$ cat config.mk
export PLATFORM = sky130hd
export DESIGN_NAME = mem_rr_arbiter_flat
export DESIGN_NICKNAME = d
export VERILOG_FILES = /design/src/rtl/mem_rr_arbiter_if.sv /design/src/rtl/mem_rr_arbiter.sv /design/src/flat_wrapper.sv
export SDC_FILE = /design/constraint.sdc
export NUM_CORES = 1
export LEC_CHECK = 0
export BUFFER_PORTS_ARGS = -buffer_cell sky130_fd_sc_hd__clkbuf_2
export CELL_PAD_IN_SITES_DETAIL_PLACEMENT = 1
export CELL_PAD_IN_SITES_GLOBAL_PLACEMENT = 1
export CORE_UTILIZATION = 36
export CTS_CLUSTER_DIAMETER = 50
export DETAILED_ROUTE_END_ITERATION = 8
export GPL_TIMING_DRIVEN = 0
export PLACE_DENSITY_LB_ADDON = 0.1
export SYNTH_ARGS = -nofsm -noshare
export SYNTH_HDL_FRONTEND = slang
export SYNTH_SLANG_ARGS = --single-unit
$ cat constraint.sdc
create_clock -name clk -period 4.8 [get_ports clk]
set_clock_uncertainty 0.15 [all_clocks]
set_input_delay 0.24 -clock clk [delete_from_list [all_inputs] [get_ports clk]]
set_output_delay 0.24 -clock clk [all_outputs]
set_load 0.1 [all_outputs]
$ cat src/rtl/mem_rr_arbiter_if.sv
// Bus bundle for mem_rr_arbiter: per-consumer request/response lanes plus the shared memory channel.
// master = arbiter side, slave = consumers and memory.
interface mem_rr_arbiter_if #(
  parameter int unsigned ADDR_BITS     = 8,
  parameter int unsigned DATA_BITS     = 16,
  parameter int unsigned NUM_CONSUMERS = 4
);
  logic [NUM_CONSUMERS-1:0]                consumer_read_valid;
  logic [NUM_CONSUMERS-1:0][ADDR_BITS-1:0] consumer_read_address;
  logic [NUM_CONSUMERS-1:0]                consumer_read_ready;
  logic [NUM_CONSUMERS-1:0][DATA_BITS-1:0] consumer_read_data;
  logic [NUM_CONSUMERS-1:0]                consumer_write_valid;
  logic [NUM_CONSUMERS-1:0][ADDR_BITS-1:0] consumer_write_address;
  logic [NUM_CONSUMERS-1:0][DATA_BITS-1:0] consumer_write_data;
  logic [NUM_CONSUMERS-1:0]                consumer_write_ready;

  logic                 mem_read_valid;
  logic [ADDR_BITS-1:0] mem_read_address;
  logic                 mem_read_ready;
  logic [DATA_BITS-1:0] mem_read_data;
  logic                 mem_write_valid;
  logic [ADDR_BITS-1:0] mem_write_address;
  logic [DATA_BITS-1:0] mem_write_data;
  logic                 mem_write_ready;

  modport master (
    input  consumer_read_valid, consumer_read_address,
    output consumer_read_ready, consumer_read_data,
    input  consumer_write_valid, consumer_write_address, consumer_write_data,
    output consumer_write_ready,
    output mem_read_valid, mem_read_address,
    input  mem_read_ready, mem_read_data,
    output mem_write_valid, mem_write_address, mem_write_data,
    input  mem_write_ready
  );

  modport slave (
    output consumer_read_valid, consumer_read_address,
    input  consumer_read_ready, consumer_read_data,
    output consumer_write_valid, consumer_write_address, consumer_write_data,
    input  consumer_write_ready,
    input  mem_read_valid, mem_read_address,
    output mem_read_ready, mem_read_data,
    input  mem_write_valid, mem_write_address, mem_write_data,
    output mem_write_ready
  );
endinterface

$ cat src/rtl/mem_rr_arbiter.sv
// Round-robin arbiter sharing one memory read/write channel among NUM_CONSUMERS requesters,
// with a per-access watchdog and a sticky timeout flag.
module mem_rr_arbiter #(
  parameter int unsigned ADDR_BITS      = 8,
  parameter int unsigned DATA_BITS      = 16,
  parameter int unsigned NUM_CONSUMERS  = 4,
  parameter int unsigned TIMEOUT_CYCLES = 255
) (
  input  logic clk,
  input  logic reset,
  mem_rr_arbiter_if.master bus,
  output logic busy,
  output logic [(NUM_CONSUMERS > 1 ? $clog2(NUM_CONSUMERS) : 1)-1:0] grant_id,
  output logic timeout_error
);

  localparam int unsigned GRANT_BITS = (NUM_CONSUMERS > 1) ? $clog2(NUM_CONSUMERS) : 1;
  localparam int unsigned WD_BITS    = (TIMEOUT_CYCLES > 0) ? $clog2(TIMEOUT_CYCLES + 1) : 1;

  typedef enum logic [2:0] {
    IDLE,
    READ_WAIT,
    WRITE_WAIT,
    READ_RELAY,
    WRITE_RELAY
  } state_t;

  state_t                                  state;
  logic [GRANT_BITS-1:0]                   rr_ptr;
  logic [WD_BITS-1:0]                      wd_cnt;
  logic                                    mem_rv_q;
  logic [ADDR_BITS-1:0]                    mem_ra_q;
  logic                                    mem_wv_q;
  logic [ADDR_BITS-1:0]                    mem_wa_q;
  logic [DATA_BITS-1:0]                    mem_wd_q;
  logic [NUM_CONSUMERS-1:0]                rd_ready_q;
  logic [NUM_CONSUMERS-1:0]                wr_ready_q;
  logic [NUM_CONSUMERS-1:0][DATA_BITS-1:0] rd_data_q;

  logic                  pick_found_c;
  logic [GRANT_BITS-1:0] pick_id_c;
  logic [GRANT_BITS-1:0] scan_idx_c;
  logic                  pick_read_c;
  logic [GRANT_BITS-1:0] next_ptr_c;
  logic                  wd_expire_c;

  // Scan consumers starting at rr_ptr; first with any request wins
  always_comb begin
    pick_found_c = 1'b0;
    pick_id_c    = '0;
    scan_idx_c   = '0;
    for (int unsigned k = 0; k < NUM_CONSUMERS; k++) begin
      scan_idx_c = GRANT_BITS'((32'(rr_ptr) + k) % NUM_CONSUMERS);
      if (!pick_found_c && (bus.consumer_read_valid[scan_idx_c] || bus.consumer_write_valid[scan_idx_c])) begin
        pick_found_c = 1'b1;
        pick_id_c    = scan_idx_c;
      end
    end
    pick_read_c = bus.consumer_read_valid[pick_id_c];
    next_ptr_c  = (pick_id_c == GRANT_BITS'(NUM_CONSUMERS - 1)) ? '0 : pick_id_c + GRANT_BITS'(1);
  end

  assign wd_expire_c = (TIMEOUT_CYCLES != 0) && (wd_cnt == WD_BITS'(TIMEOUT_CYCLES - 1));

  always_ff @(posedge clk) begin
    if (reset) begin
      state         <= IDLE;
      rr_ptr        <= '0;
      wd_cnt        <= '0;
      grant_id      <= '0;
      timeout_error <= 1'b0;
      mem_rv_q      <= 1'b0;
      mem_ra_q      <= '0;
      mem_wv_q      <= 1'b0;
      mem_wa_q      <= '0;
      mem_wd_q      <= '0;
      rd_ready_q    <= '0;
      wr_ready_q    <= '0;
      rd_data_q     <= '0;
    end else begin
      case (state)
        IDLE: begin
          if (pick_found_c) begin
            grant_id <= pick_id_c;
            rr_ptr   <= next_ptr_c;
            wd_cnt   <= '0;
            if (pick_read_c) begin
              mem_rv_q <= 1'b1;
              mem_ra_q <= bus.consumer_read_address[pick_id_c];
              state    <= READ_WAIT;
            end else begin
              mem_wv_q <= 1'b1;
              mem_wa_q <= bus.consumer_write_address[pick_id_c];
              mem_wd_q <= bus.consumer_write_data[pick_id_c];
              state    <= WRITE_WAIT;
            end
          end
        end
        // Memory response beats a simultaneous watchdog expiry
        READ_WAIT: begin
          if (bus.mem_read_ready) begin
            mem_rv_q             <= 1'b0;
            rd_data_q[grant_id]  <= bus.mem_read_data;
            rd_ready_q[grant_id] <= 1'b1;
            state                <= READ_RELAY;
          end else if (wd_expire_c) begin
            mem_rv_q             <= 1'b0;
            rd_data_q[grant_id]  <= '0;
            rd_ready_q[grant_id] <= 1'b1;
            timeout_error        <= 1'b1;
            state                <= READ_RELAY;
          end else begin
            wd_cnt <= wd_cnt + WD_BITS'(1);
          end
        end
        WRITE_WAIT: begin
          if (bus.mem_write_ready) begin
            mem_wv_q             <= 1'b0;
            wr_ready_q[grant_id] <= 1'b1;
            state                <= WRITE_RELAY;
          end else if (wd_expire_c) begin
            mem_wv_q             <= 1'b0;
            wr_ready_q[grant_id] <= 1'b1;
            timeout_error        <= 1'b1;
            state                <= WRITE_RELAY;
          end else begin
            wd_cnt <= wd_cnt + WD_BITS'(1);
          end
        end
        READ_RELAY: begin
          if (!bus.consumer_read_valid[grant_id]) begin
            rd_ready_q[grant_id] <= 1'b0;
            state                <= IDLE;
          end
        end
        WRITE_RELAY: begin
          if (!bus.consumer_write_valid[grant_id]) begin
            wr_ready_q[grant_id] <= 1'b0;
            state                <= IDLE;
          end
        end
        default: state <= IDLE;
      endcase
    end
  end

  assign busy                     = (state != IDLE);
  assign bus.mem_read_valid       = mem_rv_q;
  assign bus.mem_read_address     = mem_ra_q;
  assign bus.mem_write_valid      = mem_wv_q;
  assign bus.mem_write_address    = mem_wa_q;
  assign bus.mem_write_data       = mem_wd_q;
  assign bus.consumer_read_ready  = rd_ready_q;
  assign bus.consumer_read_data   = rd_data_q;
  assign bus.consumer_write_ready = wr_ready_q;

endmodule

$ cat src/flat_wrapper.sv
// flat-port wrapper written by rule: the top's interface ports become plain ports
module mem_rr_arbiter_flat 
#(
  parameter int unsigned ADDR_BITS      = 8,
  parameter int unsigned DATA_BITS      = 16,
  parameter int unsigned NUM_CONSUMERS  = 4,
  parameter int unsigned TIMEOUT_CYCLES = 255
)
  (clk, reset, busy, grant_id, timeout_error, bus_consumer_read_valid, bus_consumer_read_address, bus_consumer_read_ready, bus_consumer_read_data, bus_consumer_write_valid, bus_consumer_write_address, bus_consumer_write_data, bus_consumer_write_ready, bus_mem_read_valid, bus_mem_read_address, bus_mem_read_ready, bus_mem_read_data, bus_mem_write_valid, bus_mem_write_address, bus_mem_write_data, bus_mem_write_ready);
  mem_rr_arbiter_if #(.ADDR_BITS(ADDR_BITS), .DATA_BITS(DATA_BITS), .NUM_CONSUMERS(NUM_CONSUMERS)) bus_i ();
  input  logic clk;
  input  logic reset;
  output logic busy;
  output logic [(NUM_CONSUMERS > 1 ? $clog2(NUM_CONSUMERS) : 1)-1:0] grant_id;
  output logic timeout_error;
  input wire logic [$bits(bus_i.consumer_read_valid)-1:0] bus_consumer_read_valid;
  input wire logic [$bits(bus_i.consumer_read_address)-1:0] bus_consumer_read_address;
  output wire logic [$bits(bus_i.consumer_read_ready)-1:0] bus_consumer_read_ready;
  output wire logic [$bits(bus_i.consumer_read_data)-1:0] bus_consumer_read_data;
  input wire logic [$bits(bus_i.consumer_write_valid)-1:0] bus_consumer_write_valid;
  input wire logic [$bits(bus_i.consumer_write_address)-1:0] bus_consumer_write_address;
  input wire logic [$bits(bus_i.consumer_write_data)-1:0] bus_consumer_write_data;
  output wire logic [$bits(bus_i.consumer_write_ready)-1:0] bus_consumer_write_ready;
  output wire logic [$bits(bus_i.mem_read_valid)-1:0] bus_mem_read_valid;
  output wire logic [$bits(bus_i.mem_read_address)-1:0] bus_mem_read_address;
  input wire logic [$bits(bus_i.mem_read_ready)-1:0] bus_mem_read_ready;
  input wire logic [$bits(bus_i.mem_read_data)-1:0] bus_mem_read_data;
  output wire logic [$bits(bus_i.mem_write_valid)-1:0] bus_mem_write_valid;
  output wire logic [$bits(bus_i.mem_write_address)-1:0] bus_mem_write_address;
  output wire logic [$bits(bus_i.mem_write_data)-1:0] bus_mem_write_data;
  input wire logic [$bits(bus_i.mem_write_ready)-1:0] bus_mem_write_ready;
  assign bus_i.consumer_read_valid = bus_consumer_read_valid;
  assign bus_i.consumer_read_address = bus_consumer_read_address;
  assign bus_consumer_read_ready = bus_i.consumer_read_ready;
  assign bus_consumer_read_data = bus_i.consumer_read_data;
  assign bus_i.consumer_write_valid = bus_consumer_write_valid;
  assign bus_i.consumer_write_address = bus_consumer_write_address;
  assign bus_i.consumer_write_data = bus_consumer_write_data;
  assign bus_consumer_write_ready = bus_i.consumer_write_ready;
  assign bus_mem_read_valid = bus_i.mem_read_valid;
  assign bus_mem_read_address = bus_i.mem_read_address;
  assign bus_i.mem_read_ready = bus_mem_read_ready;
  assign bus_i.mem_read_data = bus_mem_read_data;
  assign bus_mem_write_valid = bus_i.mem_write_valid;
  assign bus_mem_write_address = bus_i.mem_write_address;
  assign bus_mem_write_data = bus_i.mem_write_data;
  assign bus_i.mem_write_ready = bus_mem_write_ready;
  mem_rr_arbiter #(.ADDR_BITS(ADDR_BITS), .DATA_BITS(DATA_BITS), .NUM_CONSUMERS(NUM_CONSUMERS), .TIMEOUT_CYCLES(TIMEOUT_CYCLES)) u_core (.clk(clk), .reset(reset), .bus(bus_i), .busy(busy), .grant_id(grant_id), .timeout_error(timeout_error));
endmodule
* Yosys cells after proc, flatten, opt, wreduce, memory -nomap -nowiden
Index checks and enable logic that the tools add are counted.
Operators by class: add/sub/neg operators 5, multiplexer cells 79, magnitude comparators 7, bitwise operators 8, equal/unequal tests 15, reductions and logical operators 31
Operator list (count):
- $mux W64 | 2
- $and A64 B64 Y64 | 1
- $bwmux W64 | 1
- $not A64 Y64 | 1
- $mux W8 | 6
- $bmux W16 S2 | 1
- $bmux W8 S2 | 2
- $demux W16 S2 | 1
- $mux W16 | 2
- $mux W1 | 26
- $mux W4 | 6
- $pmux W8 S3 | 1
- $bmux W1 S2 | 11
- $mux W3 | 7
- $lt A2 B3 Y1 const B | 6
- $pmux W4 S2 | 2
- $pmux W3 S5 | 1
- $reduce_and A3 Y1 | 5
- $mux W2 | 6
- $reduce_and A4 Y1 | 3
- $reduce_bool A2 Y1 | 6
- $ne A2 B2 Y1 const B | 5
- $add A8 B1 Y8 const B | 1
- $and A4 B4 Y4 | 2
- 22 further kinds | 40
Storage, ports and cells: bits in registers 122, input bits 156, logic and storage cells 161

* Longest topological paths before layout
depth in word-level cells 18, gate-level depth with buffers 10

* Least setup slack after synthesis
OpenSTA, ideal clock, no wires.
path type reg2reg, start register u_core.grant_id[1] (netlist bit), end register (tool-made name), period minus slack after synthesis 2.892 ns, stages on the path, launching flop included 8, setup time 0.135 ns, slack 1.908 ns, arrival 2.607 ns, cell sequence dfxtp_1 clkbuf_1 mux4_2 nor2_1 nand2_1 a21o_1 o311ai_0 o41ai_1
RTL lines:
- start: declaration | RTL line mem_rr_arbiter.sv:13 | output logic [(NUM_CONSUMERS > 1 ? $clog2(NUM_CONSUMERS) : 1)-1:0] grant_id,
- start signal: assignment | RTL line mem_rr_arbiter.sv:84 | grant_id <= pick_id_c;

* Worst setup path in the final report
start register u_core.wd_cnt[0], end register u_core.rd_data_q (netlist bit u_core.bus.consumer_read_data[26])
On the way: word-level cells in the longest chain between the ends 3
RTL lines:
- start: declaration | RTL line mem_rr_arbiter.sv:30 | logic [WD_BITS-1:0] wd_cnt;
- start signal: assignment | RTL line mem_rr_arbiter.sv:113 | wd_cnt <= wd_cnt + WD_BITS'(1);
- start signal: assignment | RTL line mem_rr_arbiter.sv:127 | wd_cnt <= wd_cnt + WD_BITS'(1);
- $eq A8 B8 Y1 | RTL line mem_rr_arbiter.sv:63 | assign wd_expire_c = (TIMEOUT_CYCLES != 0) && (wd_cnt == WD_BITS'(TIMEOUT_CYCLES - 1));
- $reduce_bool A2 Y1 (no source line)
- $reduce_and A2 Y1 (no source line)
- end signal: indexed assignment | RTL line mem_rr_arbiter.sv:103 | rd_data_q[grant_id] <= bus.mem_read_data;
- end: declaration | RTL line mem_rr_arbiter.sv:38 | logic [NUM_CONSUMERS-1:0][DATA_BITS-1:0] rd_data_q;
No other way between the ends. A chain may end at the register's enable or synchronous reset.

==> metrics <==
Distinct cells, synth=50; period utilization=0.594; Final Slew Violations=0; Syn. warnings=0; final setup margin=between 1.5 and 2 ns; pre-CTS setup slack=between 1.5 and 2 ns; Antenna Cells=0; CP max stage cell=clkbuf_1; layout cells sized above 1=0.321; slowest stage delay, CP=0.49 ns; status=finished clean; ys flop type=dfxtp_1; IO Pins=approximately 270; detailed-route wire length=between 20 and 25 mm; Hold WS=0.0247 ns; area growth from synthesis to layout=36.0%; Post-synth EDFFs=0; worst path cell trace=inv_1, ha_1, nand4_1, nor2_1, o211a_1, nand2b_1, clkbuf_1, buf_2, mux2i_1, nor2_1; Core Area=16100 µm²; Final Hold Viols=0; clock transition at the registers of the reported paths=around 0.060 ns; antenna viol nets, final=0; min Tclk post-route=about 2.9 ns; Non-Filler Instances=about 1200; PD cells=between 600 and 700 nW/µm²; Post-CTS Setup Inserts=0; met1 Use GR=0.311; vias in the first global route=between 6000 and 7000; Cell Area, Synth=about 6000 µm²; grt total ovfl=0; Clock Latency Late Sink=0.41 ns; ys async rst share=0; Max FO, Critical Path=10; die footprint=roughly 17000 µm²; drt initial violations=263; WS Path Type=reg2reg; GP Congestion=slightly above 0.8; Worst Max-Slew Pin Slew=roughly 0.64 ns; cell mode on critical path=nor2_1; Cells after Synth=slightly above 700; via/cell ratio=5.11; FF+latch count, synth=122; Net Count, Synth=around 900; Hold Buf Count CTS=0; WP data arrival=roughly 3 ns; met2 usage=0.435; Tot GR Track Use=0.257; crit end category=flip-flop; sequential share of the synthesized area=0.408; DIE WIDTH=~130 µm; setup TNS=0 ns; cts bufs inserted=17; Rows=46; drt first pass iters=5; Max-cap violations=0; vias=6295; met3 GRT Util=0.0656; achievable clock frequency=approximately 0.35 GHz; maximum buffer depth of the clock tree=2; IO Port Bufs=approximately 270; hold crit path type=in2reg; RSZ-0062 raised after global routing=no; Final setup viols=0; Avg WL per Cell=about 17 µm; Root Buffer=clkbuf_16; Starting Density=0.373; final net count=around 1200; largest net degree at the start of global routing=17; CTS H-tree lvls=4; grt peak-use layer=met2; delay-heaviest family, CP=buffers and inverters; CTS resizes=0; first-pass GRT wire length=approximately 33 mm; Req. time, crit path=~4.9 ns; Lkg Pwr=between 4 and 5 nW; clock sink count=between 100 and 150; DRC=0; dpl hpwl=between 15 and 20 mm; post-synthesis area per instance=roughly 8.3 µm²; post-placement cell count=roughly 1200; buffers and inverters on the worst path=3; Die Ht=131 µm; Max VDD drop=about 0.29 mV; CP Launch Type=flip-flop; Slew headroom=0.576; initial antenna violation count=0; TritonCTS clock tree=built
==> area by class of cell <==
cell class                 instances  area, µm²
multi-input combinational        534       3240
inverter                          10       37.5
clock buffer                      18        429
timing repair buffer             265       1330
sequential                       122       2440
fill                            2034       7920
tap                              216        270
buffer                            55        268
clock inverter                    12        128
==> state kept, by name (all words and copies together) (netlist names), named ones only <==
| name | cells |
|---|---|
| u_core.bus.consumer_read_data | 64 |
| u_core.bus.mem_read_address | 8 |
| u_core.bus.mem_read_valid | 1 |
| u_core.bus.mem_write_address | 8 |
| u_core.bus.mem_write_data | 16 |
| u_core.bus.mem_write_valid | 1 |
| u_core.grant_id | 2 |
| u_core.rr_ptr | 2 |
| u_core.state | 3 |
| u_core.timeout_error | 1 |
| u_core.wd_cnt | 8 |
==> power by group <==
part	leakage (nW)	internal (mW)	switching [mW]
registers	0.989	1.18	0.103
logic	2.80	0.694	2.06
clock network	0.264	0.755	0.476
total	4.05	2.63	2.64
==> path summary, 6_finish.rpt <==
path / slack [ns] / start / cells past startpoint / end
max: 1.95 / u_core.wd_cnt[0] / 10 / u_core.bus.consumer_read_data[26]
min: 0.02 / bus_consumer_read_address[3] / 4 / u_core.bus.mem_read_address[3]
max reg2reg: 1.95 / u_core.wd_cnt[0] / 10 / u_core.bus.consumer_read_data[26]
min reg2reg: 0.31 / u_core.bus.mem_write_data[11] / 2 / u_core.bus.mem_write_data[11]
==> layout by cell type, fill, tap and decap left out, drive strengths merged, types with 3 or more instances in the layout <==
master | Yosys | layout
clkbuf | 29 | 312
nand2 | 148 | 148
dfxtp | 122 | 122
a21oi | 95 | 95
mux2i | 86 | 86
nor2 | 77 | 77
a221o | 32 | 32
buf | 26 | 26
and2 | 18 | 18
inv | 10 | 11
o21ai | 7 | 7
nand3 | 5 | 5
nor3 | 5 | 5
xor2 | 5 | 5
clkinv | 0 | 5
nand4 | 4 | 4
nand2b | 4 | 4
and3 | 4 | 4
clkinvlp | 0 | 4
o21bai | 3 | 3
a21o | 3 | 3
o31ai | 3 | 3
ha | 3 | 3
o21a | 3 | 3
or2 | 3 | 3
or4 | 3 | 3
o311ai | 3 | 3
a211oi | 3 | 3
==> Yosys cell counts, types with 7 or more instances <==
cell / count / area share
nand2_1: 147 / 0.092
clkbuf_1: 29 / 0.018
o21ai_0: 7 / 0.0058
buf_2: 17 / 0.014
and2_1: 18 / 0.019
dfxtp_1: 122 / 0.41
a221o_1: 32 / 0.053
nor2_1: 77 / 0.048
inv_1: 9 / 0.0056
mux2i_1: 86 / 0.14
a21oi_1: 95 / 0.079
==> routing by layer <==
metal	vias up	share of wire
li1	3079	-
met1	3005	0.43
met2	182	0.49
met3	29	0.063
met4	0	0.020
met5	-	0
==> cell families (layout without fill, tap and decap cells) <==
logic type / Yosys count / count (layout) / synth area share
AOI/OAI and AO/OA: 162 / 162 / 0.182
xor gates and xnor gates: 6 / 6 / 0.00877
adders and majority gates: 3 / 3 / 0.00627
buffers and inverters: 65 / 360 / 0.0510
DFF: 122 / 122 / 0.408
muxes: 88 / 88 / 0.151
and+or+nand+nor: 275 / 275 / 0.193
==> worst register-to-register path, cell delays in order (launching register included) <==
cell	delay, ns
dfxtp_1	0.36
inv_1	0.09
ha_1	0.19
nand4_1	0.13
nor2_1	0.12
o211a_1	0.33
nand2b_1	0.11
clkbuf_1	0.49
buf_2	0.45
mux2i_1	0.25
nor2_1	0.06
==> per-stage QoR <==
stage / total power, mW / cell area (µm²) / utilization
final: 5.28 / 8140 / 0.507
after global routing: 5.53 / 8140 / 0.507
after CTS: 5.31 / 8140 / 0.507
after detailed placement: 4.07 / 7590 / 0.472
after global placement: 4.04 / 7590 / 0.472
after floorplan: 3.49 / 5990 / -
Power figures use the tool's default switching activity.
